**src/rtl/ascon_aead128_pkg.sv**
```systemverilog
// Shared types and constants for the Ascon-AEAD128 core.
// Holds the round index type, the control-path state encoding, the round
// boundaries of the p12/p8 permutations and the key XOR select codes.
package ascon_aead128_pkg;

  typedef logic [3:0] round;

  typedef enum logic [2:0] {
    CTRL_IDLE  = 3'd0,
    CTRL_INIT  = 3'd1,
    CTRL_AD    = 3'd2,
    CTRL_DATA  = 3'd3,
    CTRL_FINAL = 3'd4
  } ctrl_state;

  localparam round ROUND_P12_FIRST = 4'd0;
  localparam round ROUND_P8_FIRST  = 4'd4;
  localparam round ROUND_LAST      = 4'd11;

  // Key XOR codes: LOW puts the key into s3..s4, HIGH into s2..s3.
  localparam logic [1:0] KEY_XOR_NONE = 2'b00;
  localparam logic [1:0] KEY_XOR_LOW  = 2'b01;
  localparam logic [1:0] KEY_XOR_HIGH = 2'b10;
  localparam logic [1:0] KEY_XOR_BOTH = 2'b11;

endpackage

```
**src/rtl/control_path_round_counter.sv**
```systemverilog
// Permutation round counter. Loads the first round of p12 (0) or p8 (4),
// increments while enabled, holds otherwise, and flags the last round (11),
// which is the absorb cycle for the controller.
module round_counter
  import ascon_aead128_pkg::*;
(
  input  logic clk,
  input  logic rst_n,
  input  logic load,
  input  logic load_p8,
  input  logic inc,
  output round rnd,
  output logic last
);

  round rnd_q, rnd_d;

  // Load has priority over increment; otherwise the count holds.
  always_comb begin
    rnd_d = rnd_q;
    if (load) begin
      rnd_d = load_p8 ? ROUND_P8_FIRST : ROUND_P12_FIRST;
    end else if (inc) begin
      rnd_d = rnd_q + round'(1);
    end
  end

  // Round register.
  always_ff @(posedge clk or negedge rst_n) begin
    if (!rst_n) begin
      rnd_q <= ROUND_P12_FIRST;
    end else begin
      rnd_q <= rnd_d;
    end
  end

  assign rnd  = rnd_q;
  assign last = (rnd_q == ROUND_LAST);

endmodule

```
**src/rtl/control_path.sv**
```systemverilog
// Sequencing controller for the Ascon-AEAD128 data path.
// Steps the permutation one round per cycle and absorbs AD/data blocks on
// the last round of each permutation through same-cycle valid/ready.
// Optional feature: define ASCON_ABORT_EN to add an `abort` input that
// drops any running operation back to IDLE.
//
// state      | meaning
// -----------+------------------------------------------------------------
// CTRL_IDLE  | waiting for start; data path selects the fresh init state
// CTRL_INIT  | p12 initialisation; round 11 absorbs first AD or data block
// CTRL_AD    | p8 after an AD block; round 11 absorbs next AD or first data
// CTRL_DATA  | p8 after a data block; round 11 absorbs the next data block
// CTRL_FINAL | p12 finalisation; round 11 presents the tag
module control_path
  import ascon_aead128_pkg::*;
(
  input  logic       clk,
  input  logic       rst_n,
  input  logic       start,
  input  logic       ad_en,
  input  logic       ad_valid,
  input  logic       ad_last,
  input  logic       db_valid,
  input  logic       db_last,
`ifdef ASCON_ABORT_EN
  input  logic       abort,
`endif
  output logic       ad_ready,
  output logic       db_ready,
  output logic       dout_valid,
  output logic       tag_valid,
  output logic       busy,
  output round       rnd,
  output logic       en_internal,
  output logic       en_new_aead,
  output logic       sel_state,
  output logic       sel_din,
  output logic       sel_dout,
  output logic       sel_xor_data,
  output logic       end_ad,
  output logic [1:0] sel_xor_key
);

  ctrl_state state_q, state_d;
  logic      ad_en_q, ad_en_d;
  logic      ad_last_q, ad_last_d;
  logic      cnt_load, cnt_load_p8, cnt_inc;
  logic      rnd_last;
  logic      take_ad, take_data;

  round_counter u_round_counter (
    .clk     (clk),
    .rst_n   (rst_n),
    .load    (cnt_load),
    .load_p8 (cnt_load_p8),
    .inc     (cnt_inc),
    .rnd     (rnd),
    .last    (rnd_last)
  );

  // State, AD-enable and "previous AD block was last" registers.
  always_ff @(posedge clk or negedge rst_n) begin
    if (!rst_n) begin
      state_q   <= CTRL_IDLE;
      ad_en_q   <= 1'b0;
      ad_last_q <= 1'b0;
    end else begin
      state_q   <= state_d;
      ad_en_q   <= ad_en_d;
      ad_last_q <= ad_last_d;
    end
  end

  // Next-state and output decode; absorb cycles share the AD/data handling
  // below the case so the stall behaviour is identical in every state.
  always_comb begin
    state_d      = state_q;
    ad_en_d      = ad_en_q;
    ad_last_d    = ad_last_q;
    cnt_load     = 1'b0;
    cnt_load_p8  = 1'b0;
    cnt_inc      = 1'b0;
    take_ad      = 1'b0;
    take_data    = 1'b0;
    ad_ready     = 1'b0;
    db_ready     = 1'b0;
    dout_valid   = 1'b0;
    tag_valid    = 1'b0;
    busy         = 1'b1;
    en_internal  = 1'b0;
    en_new_aead  = 1'b0;
    sel_state    = 1'b0;
    sel_din      = 1'b0;
    sel_dout     = 1'b0;
    sel_xor_data = 1'b0;
    end_ad       = 1'b0;
    sel_xor_key  = KEY_XOR_NONE;

    case (state_q)
      CTRL_IDLE: begin
        busy      = 1'b0;
        sel_state = 1'b1;
        if (start) begin
          en_internal = 1'b1;
          en_new_aead = 1'b1;
          ad_en_d     = ad_en;
          ad_last_d   = 1'b0;
          cnt_load    = 1'b1;
          state_d     = CTRL_INIT;
        end
      end
      CTRL_INIT: begin
        if (!rnd_last) begin
          en_internal = 1'b1;
          cnt_inc     = 1'b1;
        end else begin
          sel_xor_key[0] = 1'b1;
          if (ad_en_q) begin
            take_ad = 1'b1;
          end else begin
            end_ad    = 1'b1;
            take_data = 1'b1;
          end
        end
      end
      CTRL_AD: begin
        if (!rnd_last) begin
          en_internal = 1'b1;
          cnt_inc     = 1'b1;
        end else if (ad_last_q) begin
          end_ad    = 1'b1;
          take_data = 1'b1;
        end else begin
          take_ad = 1'b1;
        end
      end
      CTRL_DATA: begin
        if (!rnd_last) begin
          en_internal = 1'b1;
          cnt_inc     = 1'b1;
        end else begin
          take_data = 1'b1;
        end
      end
      CTRL_FINAL: begin
        en_internal = 1'b1;
        if (!rnd_last) begin
          cnt_inc = 1'b1;
        end else begin
          sel_xor_key = KEY_XOR_LOW;
          sel_dout    = 1'b1;
          tag_valid   = 1'b1;
          cnt_load    = 1'b1;
          state_d     = CTRL_IDLE;
        end
      end
      default: begin
        cnt_load = 1'b1;
        state_d  = CTRL_IDLE;
      end
    endcase

    // Selects are driven even while stalled so the data path sees a stable
    // pending absorb; only the enable and handshakes wait for valid.
    if (take_ad) begin
      sel_xor_data = 1'b1;
      if (ad_valid) begin
        ad_ready    = 1'b1;
        en_internal = 1'b1;
        ad_last_d   = ad_last;
        cnt_load    = 1'b1;
        cnt_load_p8 = 1'b1;
        state_d     = CTRL_AD;
      end
    end

    if (take_data) begin
      sel_din      = 1'b1;
      sel_xor_data = 1'b1;
      if (db_last) begin
        sel_xor_key[1] = 1'b1;
      end
      if (db_valid) begin
        db_ready    = 1'b1;
        dout_valid  = 1'b1;
        en_internal = 1'b1;
        cnt_load    = 1'b1;
        cnt_load_p8 = !db_last;
        state_d     = db_last ? CTRL_FINAL : CTRL_DATA;
      end
    end

`ifdef ASCON_ABORT_EN
    // Abort wins over everything, including a start seen in IDLE.
    if (abort) begin
      state_d     = CTRL_IDLE;
      ad_en_d     = ad_en_q;
      ad_last_d   = ad_last_q;
      cnt_load    = 1'b1;
      cnt_load_p8 = 1'b0;
      cnt_inc     = 1'b0;
      en_internal = 1'b0;
      en_new_aead = 1'b0;
      ad_ready    = 1'b0;
      db_ready    = 1'b0;
      dout_valid  = 1'b0;
      tag_valid   = 1'b0;
    end
`endif
  end

endmodule

```
**config.mk**
```make
export PLATFORM = sky130hd
export DESIGN_NAME = control_path
export DESIGN_NICKNAME = d
export VERILOG_FILES = /design/src/rtl/ascon_aead128_pkg.sv /design/src/rtl/control_path_round_counter.sv /design/src/rtl/control_path.sv
export SDC_FILE = /design/constraint.sdc
export NUM_CORES = 1
export LEC_CHECK = 0
export ABC_CLOCK_PERIOD_IN_PS = 1900
export CORE_ASPECT_RATIO = 1.1
export CORE_MARGIN = 4
export CORE_UTILIZATION = 42
export CTS_CLUSTER_SIZE = 20
export DETAILED_ROUTE_END_ITERATION = 16
export PLACE_DENSITY = 0.85
export SYNTH_ARGS = -nofsm -noshare
export SYNTH_HDL_FRONTEND = slang
export SYNTH_SLANG_ARGS = --single-unit
```
**constraint.sdc**
```tcl
create_clock -name clk -period 1.9 [get_ports clk]
set_clock_uncertainty 0.1 [all_clocks]
set_input_delay 0.38 -clock clk [delete_from_list [all_inputs] [get_ports clk]]
set_output_delay 0.38 -clock clk [all_outputs]
set_load 0.005 [all_outputs]
```
==> results of run 1 <==
kinds of logic after synthesis:
kind of cell / synth area share [%]
and+or+nand+nor: 29.26
buffers and inverters: 11.85
DFF: 33.33
xor gates and xnor gates: 5.186
muxes: 5.926
adders and majority gates: 1.852
AOI/OAI and AO/OA: 12.59
synth_stat cells (2+ instances only):
cell type	n
o21ai_0	2
and3_1	3
buf_4	2
and2_1	2
mux2i_1	4
xor2_1	3
buf_6	3
nand3_1	6
nor3_1	5
nand4_1	2
dfrtp_1	9
nor2_1	3
inv_1	6
o22ai_1	2
nand2_1	4
what timing repair did:
item | CTS
buffers inserted | 13
pin swaps | 9
resized for setup | 81
setup endpoints to repair | 14
stage by stage:
| step | std cells | setup TNS [ns] | cell area (um2) | hold slack [ns] |
|---|---|---|---|---|
| floorplan | 75 | 0 | 675.6 | -0.01559 |
| global placement | 137 | -1.823 | 1095 | 0.4818 |
| detailed placement | 137 | -1.835 | 1095 | 0.4977 |
| CTS | 152 | -1.132 | 1279 | 0.3229 |
==> reports/results.tsv, run 1 <==
metric	value	unit
portBuffers	25	
ys_types	34	
worst_endpoint	en_internal	
outcome	stopped before the end	
yosys.area.top_type	dfrtp_1	
grt_max_degree	10	
start_util	47.04	%
synth_top_area_share	33.33	%
netlist_area	675.6	um2
synthTopCellsByArea	dfrtp_1, mux2i_1, buf_6	
lastStage	global routing (5_1_grt)	
synth_edf_count	0	
hpwlAfterDp	1887	um
worstEpCategory	top-level output	
yosys_warnings	0	
synth_flop_cell	dfrtp_1	
cts_hold_buf	0	
place_congestion	0.8933	
error_line	[ERROR DPL-0038] Utilization greater than 100%, impossible to legalize	
die_x	46.24	um
cts_made_buffers	3	
synth_seq_cells	9	
cts_max_path_buffers	2	
async_flop_share	100.0	%
clock_sinks	9	
syn_nets	84	
synth-seq-area-share	33.33	%
cts_root_buf	clkbuf_4	
row_count	14	
dp_slack	-0.2459	ns
htree_levels	1	
io_pins	26	
avgSynthCellArea	9.009	um2
postSynthCellCount	75	
die_h	50.07	um
==> run 2, diff against run 1 <==
--- a/config.mk
+++ b/config.mk
@@ -6,12 +6,10 @@
 export NUM_CORES = 1
 export LEC_CHECK = 0
 export ABC_CLOCK_PERIOD_IN_PS = 1900
-export CORE_ASPECT_RATIO = 1.1
-export CORE_MARGIN = 4
-export CORE_UTILIZATION = 42
-export CTS_CLUSTER_SIZE = 20
+export CORE_AREA = 4 4 65 67
 export DETAILED_ROUTE_END_ITERATION = 16
-export PLACE_DENSITY = 0.85
+export DIE_AREA = 0 0 69 71
+export PLACE_DENSITY_LB_ADDON = 0.15
 export SYNTH_ARGS = -nofsm -noshare
 export SYNTH_HDL_FRONTEND = slang
 export SYNTH_SLANG_ARGS = --single-unit
==> reports/results.tsv, run 2 <==
metric	value	unit	change
outcome	finished with violations		
failed_checks	negative setup slack		
cp.required	1.42	ns	
synth_edf_count	0		unchanged
final_nets	148		
netlist_area	675.6	um2	unchanged
die_h	71	um	+42%
grt.total_usage	11.11	%	
n_antenna_cell	0		
p_int	1077	uW	
p_seq_share	21.3	%	
drt_iter0_markers	15		
antenna_found_initial	0		
drv_slew	0		
grt_pass1_vias	852		
post-route-period-util	109.5	%	
placed_cells	164		+20%
portBuffers	25		unchanged
start_util	18.60	%	-28 points
cts_root_buf	clkbuf_8		
swShare	37.32	%	
overflow	0		
async_flop_share	100.0	%	unchanged
wire_per_inst	13.74	um	
critPathMaxFanout	5		
ys_top_cells_by_count	dfrtp_1, inv_1, nand3_1, nor3_1		
rsz0062_at_grt	true		
yosys_warnings	0		unchanged
synthTopCellsByArea	dfrtp_1, mux2i_1, buf_6		
largest_reg_flops	4		
io_pins	26		unchanged
maxSlewHeadroom	68.66	%	
tightestPinTransition	0.4686	ns	
htree_levels	1		unchanged
hold_violations	0		
clk_pin_slew	0.05	ns	
insertion_delay	0.23	ns	
reg2reg_slack	0.05	ns	
via_count	789		
yosys.area.top_type	dfrtp_1		
place_congestion	0.7409		-17%
worstHoldPathType	in -> async		
clock_sinks	9		unchanged
postSynthCellCount	75		unchanged
drc	0		
cts_made_buffers	3		unchanged
p_clk_share	13.1	%	
maxCapViolations	0		
grt_max_degree	10		
avgSynthCellArea	9.009	um2	unchanged
min_period	2.080	ns	
ant_nets	0		
grt_pass1_wl	4305	um	
worst_slack	-0.1798	ns	
max_freq	0.4808	GHz	
fillers	396		
synth_top_area_share	33.33	%	unchanged
drive_above_1_share	59.42	%	
syn_nets	84		unchanged
ys_types	34		unchanged
combPwrFrac	65.5	%	
cellPowerDensity	1225	nW/um2	
synth_seq_cells	9		unchanged
hpwlAfterDp	1790	um	-5.1%
final_cell_mix	buf_4, buf_6, clkdlybuf4s50_1		
yosysMostFrequentCell	dfrtp_1		
final_area	1403	um2	
area_growth	107.6	%	
cts_tree	done		
avgViaCountPerCell	4.242		
setup_viol	7		
cp.arrival	1.60	ns	
post-route-util	38.60	%	
p_sw	641.0	uW	
leakage	0.0006711	uW	
end_kind	output port		
die_x	69	um	+49%
crit_type	reg -> out		
final_common_cell	buf_4		
row_count	22		+8
start_kind	flop		
core_area	3633	um2	
cts_hold_buf	0		unchanged
cts_max_path_buffers	2		unchanged
dr.pass1.iters	4		
finalNonFillerCells	186		
synth-seq-area-share	33.33	%	unchanged
routed_wl	2556	um	
dp_slack	-0.3116	ns	-0.06574 ns
place_area	1097	um2	+0.23%
synth_flop_cell	dfrtp_1		
design.die.area	4899	um2	
max-vdd-ir-drop	0.7243	mV	
run 2: cell counts after synthesis:
No cell type changed its count.
run 2: logic make-up (layout without fill, tap and decap cells):
family / Yosys count / count (layout) / share of synthesized area (%)
adders and majority gates: 1 / 1 / 1.852
buffers and inverters: 13 / 76 / 11.85
AOI/OAI and AO/OA: 11 / 11 / 12.59
xor gates and xnor gates: 4 / 4 / 5.186
and+or+nand+nor: 33 / 33 / 29.26
DFF: 9 / 9 / 33.33
muxes: 4 / 4 / 5.926
run 2: power groups by stage:
stage,Sequential [uW],Clock (uW),Combinational [uW]
6_report,366,225,1130
5_1_grt,377,245,1240
4_1_cts,359,235,1030
3_5_place_dp,348,0,881
3_3_place_gp,346,0,889
2_1_floorplan,353,0,446
run 2: worst max-delay path: stages (launching register included):
cell and delay [ns]:
dfrtp_2 0.44, nor3b_2 0.21, mux2i_2 0.29, nand4_4 0.12
buf_6 0.14, nand3_2 0.05, buf_2 0.11
run 2: final timing paths:
check	start	end	cells past startpoint
worst min register to register	ad_last_q	ad_last_q	2
worst min-delay path	rst_n	state_q[1]	1
max in group asynchronous	rst_n	state_q[2]	1
min in group clk	ad_last_q	ad_last_q	2
worst max-delay path	state_q[2]	en_internal	6
worst max register to register	u_round_counter.rnd[0]	state_q[0]	8
run 2: layer usage:
layer	GRT usage [%]	share of wire, %	vias to the layer above
met5	0	0	-
li1	-	-	393
met3	2.983	4.0	4
met4	3.254	1.1	0
met1	14.19	46	371
met2	18.33	49	21
run 2: through the flow:
step                power (uW)  TNS [ns]  hold slack, ns
CTS                       1625   -0.8422          0.3726
global route              1863    -1.475          0.3907
finish                    1718   -0.8303          0.3708
global placement          1235    -2.195          0.4807
detailed placement        1228    -2.151          0.4867
floorplan                799.5         0        -0.01559
run 2: layout make-up:
type | instances | area [um2] | area share, %
Timing Repair Buffer | 65 | 575.6 | 41.03
Multi-Input combinational cell | 53 | 464.2 | 33.10
Sequential cell | 9 | 226.5 | 16.15
Tap cell | 48 | 60.06 | 4.282
Clock buffer | 4 | 45.04 | 3.211
Inverter | 7 | 31.28 | 2.230
run 2: what timing repair did:
action | CTS | global route
gates resized for setup | 75 | 26
buffers inserted | 16 | 4
pin swaps | 8 | 7
setup endpoints to repair | 14 | 18
(Power assumes the default switching activity.)
